### config.mk
export PLATFORM = sky130hd
export DESIGN_NAME = pmem_arbiter
export DESIGN_NICKNAME = d
export VERILOG_FILES = /design/src/rtl/pmem_arbiter.sv
export SDC_FILE = /design/constraint.sdc
export NUM_CORES = 1
export LEC_CHECK = 0
export CORE_AREA = 2 2 122 124
export CTS_CLUSTER_DIAMETER = 40
export DETAILED_ROUTE_END_ITERATION = 8
export DIE_AREA = 0 0 124 126
export GPL_TIMING_DRIVEN = 0
export HOLD_SLACK_MARGIN = 0.08
export PLACE_DENSITY = 0.81
export REMOVE_ABC_BUFFERS = 1
export SLEW_MARGIN = 20
export SYNTH_ARGS = -nofsm -noshare
export SYNTH_HDL_FRONTEND = slang
export SYNTH_SLANG_ARGS = --single-unit
### constraint.sdc
create_clock -name clk -period 3.1 [get_ports clk]
set_input_delay 0.62 -clock clk [delete_from_list [all_inputs] [get_ports clk]]
set_output_delay 0.62 -clock clk [all_outputs]
set_load 0.005 [all_outputs]
### src/rtl/pmem_arbiter.sv
`default_nettype none
// ============================================================================
// Module   : pmem_arbiter
// Purpose  : Shares one single-ported physical memory between the instruction
//            fetch unit (IFU) and the load/store unit (LSU). At most one
//            transaction is outstanding: IDLE -> ISSUE -> WAIT -> RESP.
//            Memory returns read data the cycle after mem_valid; that word is
//            captured in WAIT and presented to the owner in RESP until the
//            owner accepts it. Writes also complete through RESP and return
//            the pre-write word.
// Config   : `define PMEM_ARB_RR_EN -> round-robin arbitration between
//            simultaneous requesters (pointer favours IFU after reset).
//            Undefined (default)   -> fixed priority, LSU wins.
// Ports    : clk, rst_n              clock, async active-low reset
//            ifu_req_*/ifu_addr      fetch request (read only)
//            ifu_resp_*/ifu_rdata    fetch response
//            lsu_req_*/lsu_addr/...  load/store request with wen/wdata/wmask
//            lsu_resp_*/lsu_rdata    load/store response
//            mem_*                   physical memory request, mem_rdata in
// Revision : 1.0 - initial release
// ============================================================================
module pmem_arbiter #(
  parameter int AW = 32
) (
  input  logic          clk,
  input  logic          rst_n,

  input  logic          ifu_req_valid,
  output logic          ifu_req_ready,
  input  logic [AW-1:0] ifu_addr,
  output logic          ifu_resp_valid,
  input  logic          ifu_resp_ready,
  output logic [31:0]   ifu_rdata,

  input  logic          lsu_req_valid,
  output logic          lsu_req_ready,
  input  logic [AW-1:0] lsu_addr,
  input  logic          lsu_wen,
  input  logic [31:0]   lsu_wdata,
  input  logic [7:0]    lsu_wmask,
  output logic          lsu_resp_valid,
  input  logic          lsu_resp_ready,
  output logic [31:0]   lsu_rdata,

  output logic          mem_valid,
  output logic [AW-1:0] mem_raddr,
  output logic          mem_wen,
  output logic [AW-1:0] mem_waddr,
  output logic [31:0]   mem_wdata,
  output logic [7:0]    mem_wmask,
  input  logic [31:0]   mem_rdata
);

  typedef enum logic [1:0] {
    ST_IDLE  = 2'd0,
    ST_ISSUE = 2'd1,
    ST_WAIT  = 2'd2,
    ST_RESP  = 2'd3
  } state_t;

  state_t          r_state;
  logic            r_owner_lsu;
  logic [AW-1:0]   r_addr;
  logic            r_wen;
  logic [31:0]     r_wdata;
  logic [7:0]      r_wmask;
  logic [31:0]     r_rdata_q;
  logic            r_mem_valid;
  logic            r_ifu_resp_valid;
  logic            r_lsu_resp_valid;

  logic            w_idle;
  logic            w_grant_lsu;
  logic            w_ifu_accept;
  logic            w_lsu_accept;
  logic            w_resp_done;

  // --------------------------------------------------------------------------
  // Arbitration. w_grant_lsu selects the requester offered req_ready; it only
  // matters when at least one side is valid.
  // --------------------------------------------------------------------------
`ifdef PMEM_ARB_RR_EN
  // r_favour_lsu = 1 means IFU was granted last, so LSU wins the next tie.
  logic r_favour_lsu;

  always_comb begin
    w_grant_lsu = lsu_req_valid;
    if (ifu_req_valid && lsu_req_valid) begin
      w_grant_lsu = r_favour_lsu;
    end
  end

  always_ff @(posedge clk or negedge rst_n) begin
    if (!rst_n) begin
      r_favour_lsu <= 1'b0;
    end else if (w_ifu_accept) begin
      r_favour_lsu <= 1'b1;
    end else if (w_lsu_accept) begin
      r_favour_lsu <= 1'b0;
    end
  end
`else
  // Fixed priority: LSU always wins a tie, IFU only gets through alone.
  assign w_grant_lsu = lsu_req_valid;
`endif

  assign w_idle = (r_state == ST_IDLE);

  // Ready is gated with rst_n so that every output is 0 while reset is held,
  // even though the reset state itself is IDLE.
  assign w_ifu_accept = rst_n & w_idle & ifu_req_valid & ~w_grant_lsu;
  assign w_lsu_accept = rst_n & w_idle & lsu_req_valid &  w_grant_lsu;

  assign ifu_req_ready = w_ifu_accept;
  assign lsu_req_ready = w_lsu_accept;

  assign w_resp_done = (r_ifu_resp_valid & ifu_resp_ready) |
                       (r_lsu_resp_valid & lsu_resp_ready);

  // --------------------------------------------------------------------------
  // Transaction FSM. The accept edge latches the whole request so the
  // requester may change its inputs immediately afterwards.
  // --------------------------------------------------------------------------
  always_ff @(posedge clk or negedge rst_n) begin
    if (!rst_n) begin
      r_state          <= ST_IDLE;
      r_owner_lsu      <= 1'b0;
      r_addr           <= '0;
      r_wen            <= 1'b0;
      r_wdata          <= 32'h0;
      r_wmask          <= 8'h0;
      r_rdata_q        <= 32'h0;
      r_mem_valid      <= 1'b0;
      r_ifu_resp_valid <= 1'b0;
      r_lsu_resp_valid <= 1'b0;
    end else begin
      case (r_state)
        ST_IDLE: begin
          if (w_lsu_accept) begin
            r_owner_lsu <= 1'b1;
            r_addr      <= lsu_addr;
            r_wen       <= lsu_wen;
            r_wdata     <= lsu_wdata;
            r_wmask     <= lsu_wmask;
            r_mem_valid <= 1'b1;
            r_state     <= ST_ISSUE;
          end else if (w_ifu_accept) begin
            r_owner_lsu <= 1'b0;
            r_addr      <= ifu_addr;
            r_wen       <= 1'b0;
            r_wdata     <= 32'h0;
            r_wmask     <= 8'h0;
            r_mem_valid <= 1'b1;
            r_state     <= ST_ISSUE;
          end
        end

        ST_ISSUE: begin
          // mem_valid was raised on the accept edge; drop it after one cycle.
          r_mem_valid <= 1'b0;
          r_state     <= ST_WAIT;
        end

        ST_WAIT: begin
          // Memory presents its word during this cycle only.
          r_rdata_q        <= mem_rdata;
          r_ifu_resp_valid <= ~r_owner_lsu;
          r_lsu_resp_valid <=  r_owner_lsu;
          r_state          <= ST_RESP;
        end

        ST_RESP: begin
          if (w_resp_done) begin
            r_ifu_resp_valid <= 1'b0;
            r_lsu_resp_valid <= 1'b0;
            r_state          <= ST_IDLE;
          end
        end

        default: begin
          r_mem_valid      <= 1'b0;
          r_ifu_resp_valid <= 1'b0;
          r_lsu_resp_valid <= 1'b0;
          r_state          <= ST_IDLE;
        end
      endcase
    end
  end

  // --------------------------------------------------------------------------
  // Outputs. Write strobes are qualified with mem_valid so a stale latched
  // write can never be seen outside the ISSUE cycle.
  // --------------------------------------------------------------------------
  assign mem_valid      = r_mem_valid;
  assign mem_raddr      = r_addr;
  assign mem_waddr      = r_addr;
  assign mem_wen        = r_mem_valid & r_wen;
  assign mem_wdata      = r_wdata;
  assign mem_wmask      = r_mem_valid ? r_wmask : 8'h0;

  assign ifu_resp_valid = r_ifu_resp_valid;
  assign lsu_resp_valid = r_lsu_resp_valid;
  assign ifu_rdata      = r_rdata_q;
  assign lsu_rdata      = r_rdata_q;

endmodule
`default_nettype wire

* Yosys cells after proc, flatten, opt, wreduce, memory -nomap -nowiden
Cells that the tools add are included.
Operators by class: add/subtract/negate cells 0, $mul 0, div/mod/pow operators 0, order comparisons 0, eq/ne operators 5, shift-type cells 0, muxes and demuxes 20, bitwise gates (word level) 11, reduce and logical (&&, ||, !) cells 8
Operators by type and width (number):
- $mux W32 | 4
- $mux W8 | 3
- $and A1 B1 Y1 | 8
- $pmux W2 S4 | 1
- $reduce_and A2 Y1 | 4
- $mux W1 | 6
- $mux W2 | 3
- $pmux W1 S2 | 3
- $reduce_bool A2 Y1 | 3
- $eq A2 B2 Y1 const B | 2
- $ne A3 B3 Y1 const B | 1
- $eq A2 B1 Y1 const B | 1
- $logic_not A2 Y1 | 1
- $ne A2 B2 Y1 const B | 1
- $not A1 Y1 | 2
- $or A1 B1 Y1 | 1
Word-level totals: flip-flop bits (word level) 111, latch bits 0, RAM bits 0, ROM bits 0, input port bits 143, output and inout port bits 174, logic and storage cells 54, memories 0

* Depth between registers and ports, before layout
Gate-level depths: netlist (run 1).
word-level depth 7, depth in mapped cells 8, mapped depth without buffers 5

* Worst setup path before layout (run 1)
Ideal clock, no wire load.
path kind reg-to-output, start reg r_state[0], end out lsu_req_ready, arrival 1.271 ns, data required time 2.480 ns, setup slack 1.209 ns, stages on the path, launching flop included 7, path buffers 3, path through dfrtp_1 > inv_1 > ha_1 > and3_1 > buf_4 > buf_6 > buf_4
Between the ends: cells in the longest elaborated chain, start to end 4
Ends and longest elaborated chain:
- start, declared | line 61 | state_t r_state;
- start signal, assigned | line 126 | r_state <= ST_IDLE;
- start signal, assigned | line 146 | r_state <= ST_ISSUE;
- start signal, assigned | line 154 | r_state <= ST_ISSUE;
- $logic_not A2 Y1 | line 107 | assign w_idle = (r_state == ST_IDLE);
- $and A1 B1 Y1 (3 in series) | line 112 | assign w_lsu_accept = rst_n & w_idle & lsu_req_valid & w_grant_lsu;
- end, declared | line 36 | output logic lsu_req_ready,
Every way passes these cells.

* Worst setup path in the final report (run 1)
start in lsu_req_valid, end out lsu_req_ready
Between the ends: cells in the longest elaborated chain, start to end 2
Ends and longest elaborated chain:
- start, declared | line 35 | input logic lsu_req_valid,
- $and A1 B1 Y1 | line 112
- $and A1 B1 Y1 * | line 112
Mark *: on every way between the ends. The rest lies on a longest branch, timed or not.

==> flow_metrics.py, run 1 <==
metrics = {
    "outcome": {
        "status": "finished, final reports clean",
    },
    "die": {
        "start_util_pct": 34.76,
        "num_rows": 44,
        "io-pin-count": 317,
        "core_area_um2": 14310,
        "fp.dieW_um": 124,
        "dieArea_um2": 15620,
        "die_y_um": 126,
    },
    "job": {
        "cap_violations": 0,
    },
    "placed_design": {
        "place_ws_ps": -117.9,
        "dp_hpwl_mm": 10.63,
        "place.gp.congestion": 0.7585,
        "numPortBuffers": 316,
    },
    "critical_path": {
        "worstPathRequired_ps": 2480,
        "worst-path-stages": 4,
        "r2r_slack_ps": 1030,
        "r2r-end": "ifu_resp_valid",
        "worstSetupStartpointType": "input pin",
        "startpoint": "lsu_req_valid",
        "r2r_start": "r_state[0]",
        "cp-end-kind": "primary output",
        "cp-endpoint": "lsu_req_ready",
        "crit_type": "in2out",
        "path_cells": "clkdlybuf4s50_1, and3_4, buf_16, clkdlybuf4s50_1",
        "cp_max_fo": 47,
        "critPathTopFamily": "buffers and inverters",
        "critical_path_arrival_ps": 2380,
        "slowest_delay_ps": 630,
        "crit_path_frequent_cell": "clkdlybuf4s50_1",
        "critical_path.slowest_cell": "clkdlybuf4s50_1",
        "critPathBufInv": 3,
        "reg2reg_depth": 5,
    },
    "route": {
        "antenna_left": 0,
        "totalWireLength_mm": 13.82,
        "post_drt_wl_per_cell_um": 16.45,
        "route.detailed.drc": 0,
        "drt_iter0_markers": 93,
        "vias_per_cell": 4.689,
        "num_vias": 3939,
        "drtPass1Iterations": 6,
    },
    "sta": {
        "layout_setup_ws_ps": 102.4,
        "rsz0062_at_grt": "false",
        "fin_skew_ps": 13.55,
        "fin_hold_ws_ps": 212.8,
        "max_freq_ghz": 0.3336,
        "hold_viol": 0,
        "setup_viol": 0,
        "slew_headroom_pct": 46.82,
        "max_slew.worst_pin.slew_ps": 797.7,
        "final_max_slew_viol_count": 0,
        "fin_crit_sh_pct": 96.70,
        "finalCriticalPeriod_ps": 2998,
    },
    "finish": {
        "fillers": 1154,
        "drive_gt1_share_pct": 9.604,
        "area_growth_syn_to_layout_pct": 65.10,
        "num_antenna_cells": 0,
        "nets": 799,
    },
    "cts": {
        "clk_pin_slew_worst_paths_ps": 80,
        "clkSinkCount": 111,
        "htree_levels": 3,
        "insertion_delay_ps": 340,
        "cts-root-buf": "clkbuf_16",
        "cts_tree": "built",
        "cts_buffers": 9,
        "cts.path.max_buffers": 2,
        "hold_buffers": 0,
    },
    "synth": {
        "synth_compound_area_share_pct": 11.44,
        "synthMuxAreaShare_pct": 14.33,
        "syn-instance-count": 404,
        "synthArstFlopShare_pct": 100.0,
        "synth_common_cells": "111 x dfrtp_1, 68 x buf_4, 41 x a22o_1",
        "syn-cell-area_um2": 4976,
        "yosysWarningCount": 0,
        "synthAdderAreaFrac_pct": 1.257,
        "yosys.area.top_type": "dfrtp_1",
        "avgSynthCellArea_um2": 12.32,
        "synth_ff_type": "dfrtp_1",
        "synthMostInstantiatedCell": "dfrtp_1",
        "synthTopCellsByArea": "dfrtp_1 56%, buf_4 10%, mux2_2 7.7%, a22o_1 7.2%, mux2i_1 6.6%",
        "ys_types": 24,
        "synth_top_family_by_area": "multiplexers",
        "synthXorXnorAreaFrac_pct": 0,
        "synth_simple_gate_area_share_pct": 4.425,
        "yosysSeqAreaShare_pct": 55.82,
        "synth_top_area_share_pct": 55.82,
        "synth_seq_cells": 111,
        "synth-edff-count": 0,
    },
    "power": {
        "ir_drop_uv": 366.0,
        "p_leak_nw": 3.435,
        "powerDensity_nw_per_um2": 918.5,
    },
    "grt": {
        "grt_pass1_vias": 4141,
        "globalRouteOverflowTotal": 0,
        "antenna_found_initial": 0,
        "track_usage_pct": 17.09,
        "grt_pass1_wl_mm": 20.81,
        "grt_max_degree": 62,
    },
    "worst_hold_path": {
        "hp-class": "in2async",
    },
}
## timing repair
item | in CTS | in global routing
buffers inserted | 1 | 0
resized for setup | 1 | 0
endpoints found under the setup margin | 1 | 0
## power breakdown
group	switching [W]	leakage, nW	internal [W]
clock	0.000532	0.138	0.000556
sequential	0.000526	1.38	0.00214
combinational	0.00120	1.92	0.00259
total	0.00226	3.43	0.00529
## logic make-up (layout without fill, tap and decap cells)
family                     count (synthesis)  in the layout
muxes                                     67             67
and+or+nand+nor                           50             51
adders and majority gates                  5              5
buffers and inverters                     91            342
DFF                                      111            111
AOI/OAI and AO/OA                         80             80
## layout make-up
type / count / area (um2) / share of cell area [%]
clock buffers: 9 / 225.2 / 2.741
multi-input cells: 203 / 1592 / 19.37
flip-flops and latches: 111 / 2778 / 33.81
inverters: 3 / 11.26 / 0.1371
well taps: 184 / 230.2 / 2.802
repair buffers: 323 / 3324 / 40.47
clock inverters: 7 / 55.05 / 0.6701
## registers in the layout, summed over array words and instances, names as in the netlist
name and count:
r_state 2, r_wmask 8, r_owner_lsu 1, mem_wdata 32, ifu_rdata 32, lsu_resp_valid 1, ifu_resp_valid 1, r_wen 1
mem_valid 1, mem_raddr 32
## worst min path at each step
stage	to	start	slack [ps]
final	r_wen	rst_n	210
after global routing	r_wen	rst_n	260
after CTS	r_wen	rst_n	240
after detailed placement	r_wmask[6]	r_wmask[6]	480
after global placement	r_wen	r_wen	470
after floorplan	ifu_rdata[0]	rst_n	320
## metal layers
metal | part of all wire [%] | up-vias | wire (um) | track usage [%]
li1 | - | 1832 | - | -
met5 | 0 | - | 0 | 0
met3 | 7.7 | 12 | 1065 | 4.167
met2 | 52 | 200 | 7220 | 31.93
met1 | 38 | 1895 | 5313 | 18.85
met4 | 1.6 | 0 | 220 | 5.023
## per-stage QoR
step / instance area [um2] / TNS (ps) / power, W / instances / utilization, %
finish: 8215 / 0 / 0.007545 / 840 / 57.40
global route: 8215 / 0 / 0.008054 / 840 / 57.40
CTS: 8215 / 0 / 0.007664 / 840 / 57.40
detailed placement: 7918 / -117.9 / 0.006513 / 822 / 55.31
global placement: 7747 / -781480 / 0.006340 / 816 / 54.13
floorplan: 4354 / -5209 / 0.003791 / 316 / -
## placed cells by master (no fill, tap or decap)
cell type and count:
and3_4 1, inv_1 3, dfrtp_1 111, nor2_1 4, and2_1 9, buf_8 1, mux2i_1 33, inv_8 1
nor2b_1 1, clkdlybuf4s50_1 315, inv_6 2, a22oi_1 2, a21o_1 1, ha_2 2, nand3b_1 1, clkinvlp_4 1
buf_6 1, o21ai_0 23, ha_1 3, mux2_2 34, o211ai_4 1, o21ai_1 10, a22o_1 41, clkinv_2 2
buf_16 5, clkinv_4 1, clkbuf_16 9, nand3_1 1, buf_4 1, nand2_1 33, a21oi_1 2, and3_2 1
(Power assumes the default switching activity.)
==> run 2: changes to the inputs <==
CTS_CLUSTER_SIZE = 24   (was not set)
==> results of run 2 <==
The final DEF is identical to that of run 1; final timing and power are the same.
==> run 3: changes to the inputs <==
MAX_ROUTING_LAYER = met4   (was not set)
==> run 3 against run 2 <==
Against the previous run: clock power hardly changed; cell count is the same; critical path depth unchanged; via count is 0.13% lower; die area unchanged; highest routed layer unchanged.
==> flow_metrics.py, run 3 (synthesis results as in run 1) <==
metrics = {
    "grt": {
        "grt_pass1_vias": 4139,
        "grt_pass1_wl_mm": 20.80,
        "grt.busiest_layer": "met2",
        "grt.met2_usage_pct": 31.87,
        "antenna_found_initial": 0,
        "grt_max_degree": 62,
        "track_usage_pct": 17.64,
        "use_met1_pct": 19.38,
        "globalRouteOverflowTotal": 0,
        "met3_usage_pct": 3.668,
    },
    "cts": {
        "htree_levels": 3,
        "cts.path.max_buffers": 2,
        "clkSinkCount": 111,
        "hold_buffers": 0,
        "cts_tree": "built",
        "clk_pin_slew_worst_paths_ps": 80,
        "insertion_delay_ps": 330,
        "cts-root-buf": "clkbuf_16",
        "cts_buffers": 9,
    },
    "die": {
        "dieArea_um2": 15620,
        "fp.dieW_um": 124,
        "num_rows": 44,
        "io-pin-count": 317,
        "core_area_um2": 14310,
        "start_util_pct": 34.76,
        "die_y_um": 126,
    },
    "route": {
        "vias_per_cell": 4.683,
        "drtPass1Iterations": 4,
        "route.detailed.drc": 0,
        "antenna_left": 0,
        "post_drt_wl_per_cell_um": 16.41,
        "drt_iter0_markers": 137,
        "totalWireLength_mm": 13.78,
        "num_vias": 3934,
    },
    "finish": {
        "final_util_pct": 57.40,
        "layout_common_cells": "315 x clkdlybuf4s50_1, 111 x dfrtp_1, 41 x a22o_1",
        "drive_gt1_share_pct": 9.604,
        "num_antenna_cells": 0,
        "mostFrequentLayoutCell": "clkdlybuf4s50_1",
        "nets": 799,
        "area_growth_syn_to_layout_pct": 65.10,
    },
    "outcome": {
        "status": "finished, final reports clean",
    },
    "power": {
        "p_sw_share_pct": 29.84,
        "intPower_w": 0.005289,
        "switchingPower_w": 0.002250,
        "ir_drop_uv": 364.5,
        "comb_power_share_pct": 50.2,
        "p_leak_nw": 3.435,
        "powerDensity_nw_per_um2": 917.6,
        "finalPower_w": 0.007538,
        "pwr-share-clk_pct": 14.3,
        "pwr-share-seq_pct": 35.4,
    },
    "critical_path": {
        "r2r_start": "r_state[0]",
        "r2r_slack_ps": 1020,
        "crit_type": "in2out",
        "critical_path_arrival_ps": 2380,
        "worstPathRequired_ps": 2480,
        "cp_max_fo": 47,
        "reg2reg_depth": 5,
        "r2r-end": "ifu_resp_valid",
        "worstSetupStartpointType": "input pin",
        "cp-end-kind": "primary output",
    },
    "sta": {
        "fin_crit_sh_pct": 96.70,
        "max_freq_ghz": 0.3336,
        "fin_hold_ws_ps": 219.7,
        "layout_setup_ws_ps": 102.3,
        "finalSetupTns_ps": 0,
        "setup_viol": 0,
        "hold_viol": 0,
        "max_slew.worst_pin.slew_ps": 802.3,
        "slew_headroom_pct": 46.52,
        "fin_skew_ps": 8.302,
        "rsz0062_at_grt": "false",
        "finalCriticalPeriod_ps": 2998,
        "final_max_slew_viol_count": 0,
    },
    "worst_hold_path": {
        "hp-class": "in2async",
    },
    "job": {
        "cap_violations": 0,
    },
    "placed_design": {
        "numPortBuffers": 316,
        "place_ws_ps": -117.9,
        "place.gp.congestion": 0.7685,
        "dp_hpwl_mm": 10.63,
    },
}
run 3: cell counts in the layout (fill, tap and decap cells not counted):
No cell type changed its count.
run 3: per-stage QoR:
| step | cells | cell area (um2) |
|---|---|---|
| 2_1_floorplan | 316 | 4354 |
| 3_3_place_gp | 816 | 7747 |
| 3_5_place_dp | 822 | 7918 |
| 4_1_cts | 840 | 8215 |
| 5_1_grt | 840 | 8215 |
| 6_report | 840 | 8215 |
run 3: per-layer routing:
layer  vias to the layer above  wire, um  share of wire, %
met4                         0       217               1.6
met1                      1890      5263                38
li1                       1831         -                 -
met2                       201      7250                53
met5                         -         0                 0
met3                        12      1051               7.6
run 3: layout make-up:
cell class	instances	area, um2
clock buffers	9	225.2
clock inverters	7	55.05
flip-flops and latches	111	2778
multi-input cells	203	1592
repair buffers	323	3324
inverters	3	11.26
well taps	184	230.2
fillers	1154	6098
run 3: repair_timing:
item	CTS	global route
setup buffers	1	0
endpoints found under the setup margin	1	0
hold endpoints to repair	0	0
resized for setup	1	0
run 3: power by group through the flow:
| stage | sequential [W] | combinational (W) | clock (W) |
|---|---|---|---|
| after floorplan | 0.00271 | 0.00108 | 0 |
| after global routing | 0.00276 | 0.00410 | 0.00120 |
| after global placement | 0.00265 | 0.00369 | 0 |
| final | 0.00267 | 0.00379 | 0.00108 |
| after detailed placement | 0.00269 | 0.00382 | 0 |
| after CTS | 0.00268 | 0.00386 | 0.00113 |
run 3: critical path, cell delays in order:
cell and delay [ps]:
clkdlybuf4s50_1 630, and3_4 270, buf_16 250, clkdlybuf4s50_1 570
run 3: worst max-delay path by stage:
stage | start | endpoint | cells after the start
floorplan | ifu_req_valid | r_state[1] | 3
global placement | rst_n | r_state[1] | 4
detailed placement | lsu_req_valid | lsu_req_ready | 4
CTS | lsu_req_valid | lsu_req_ready | 4
global route | lsu_req_valid | lsu_req_ready | 4
finish | lsu_req_valid | lsu_req_ready | 4
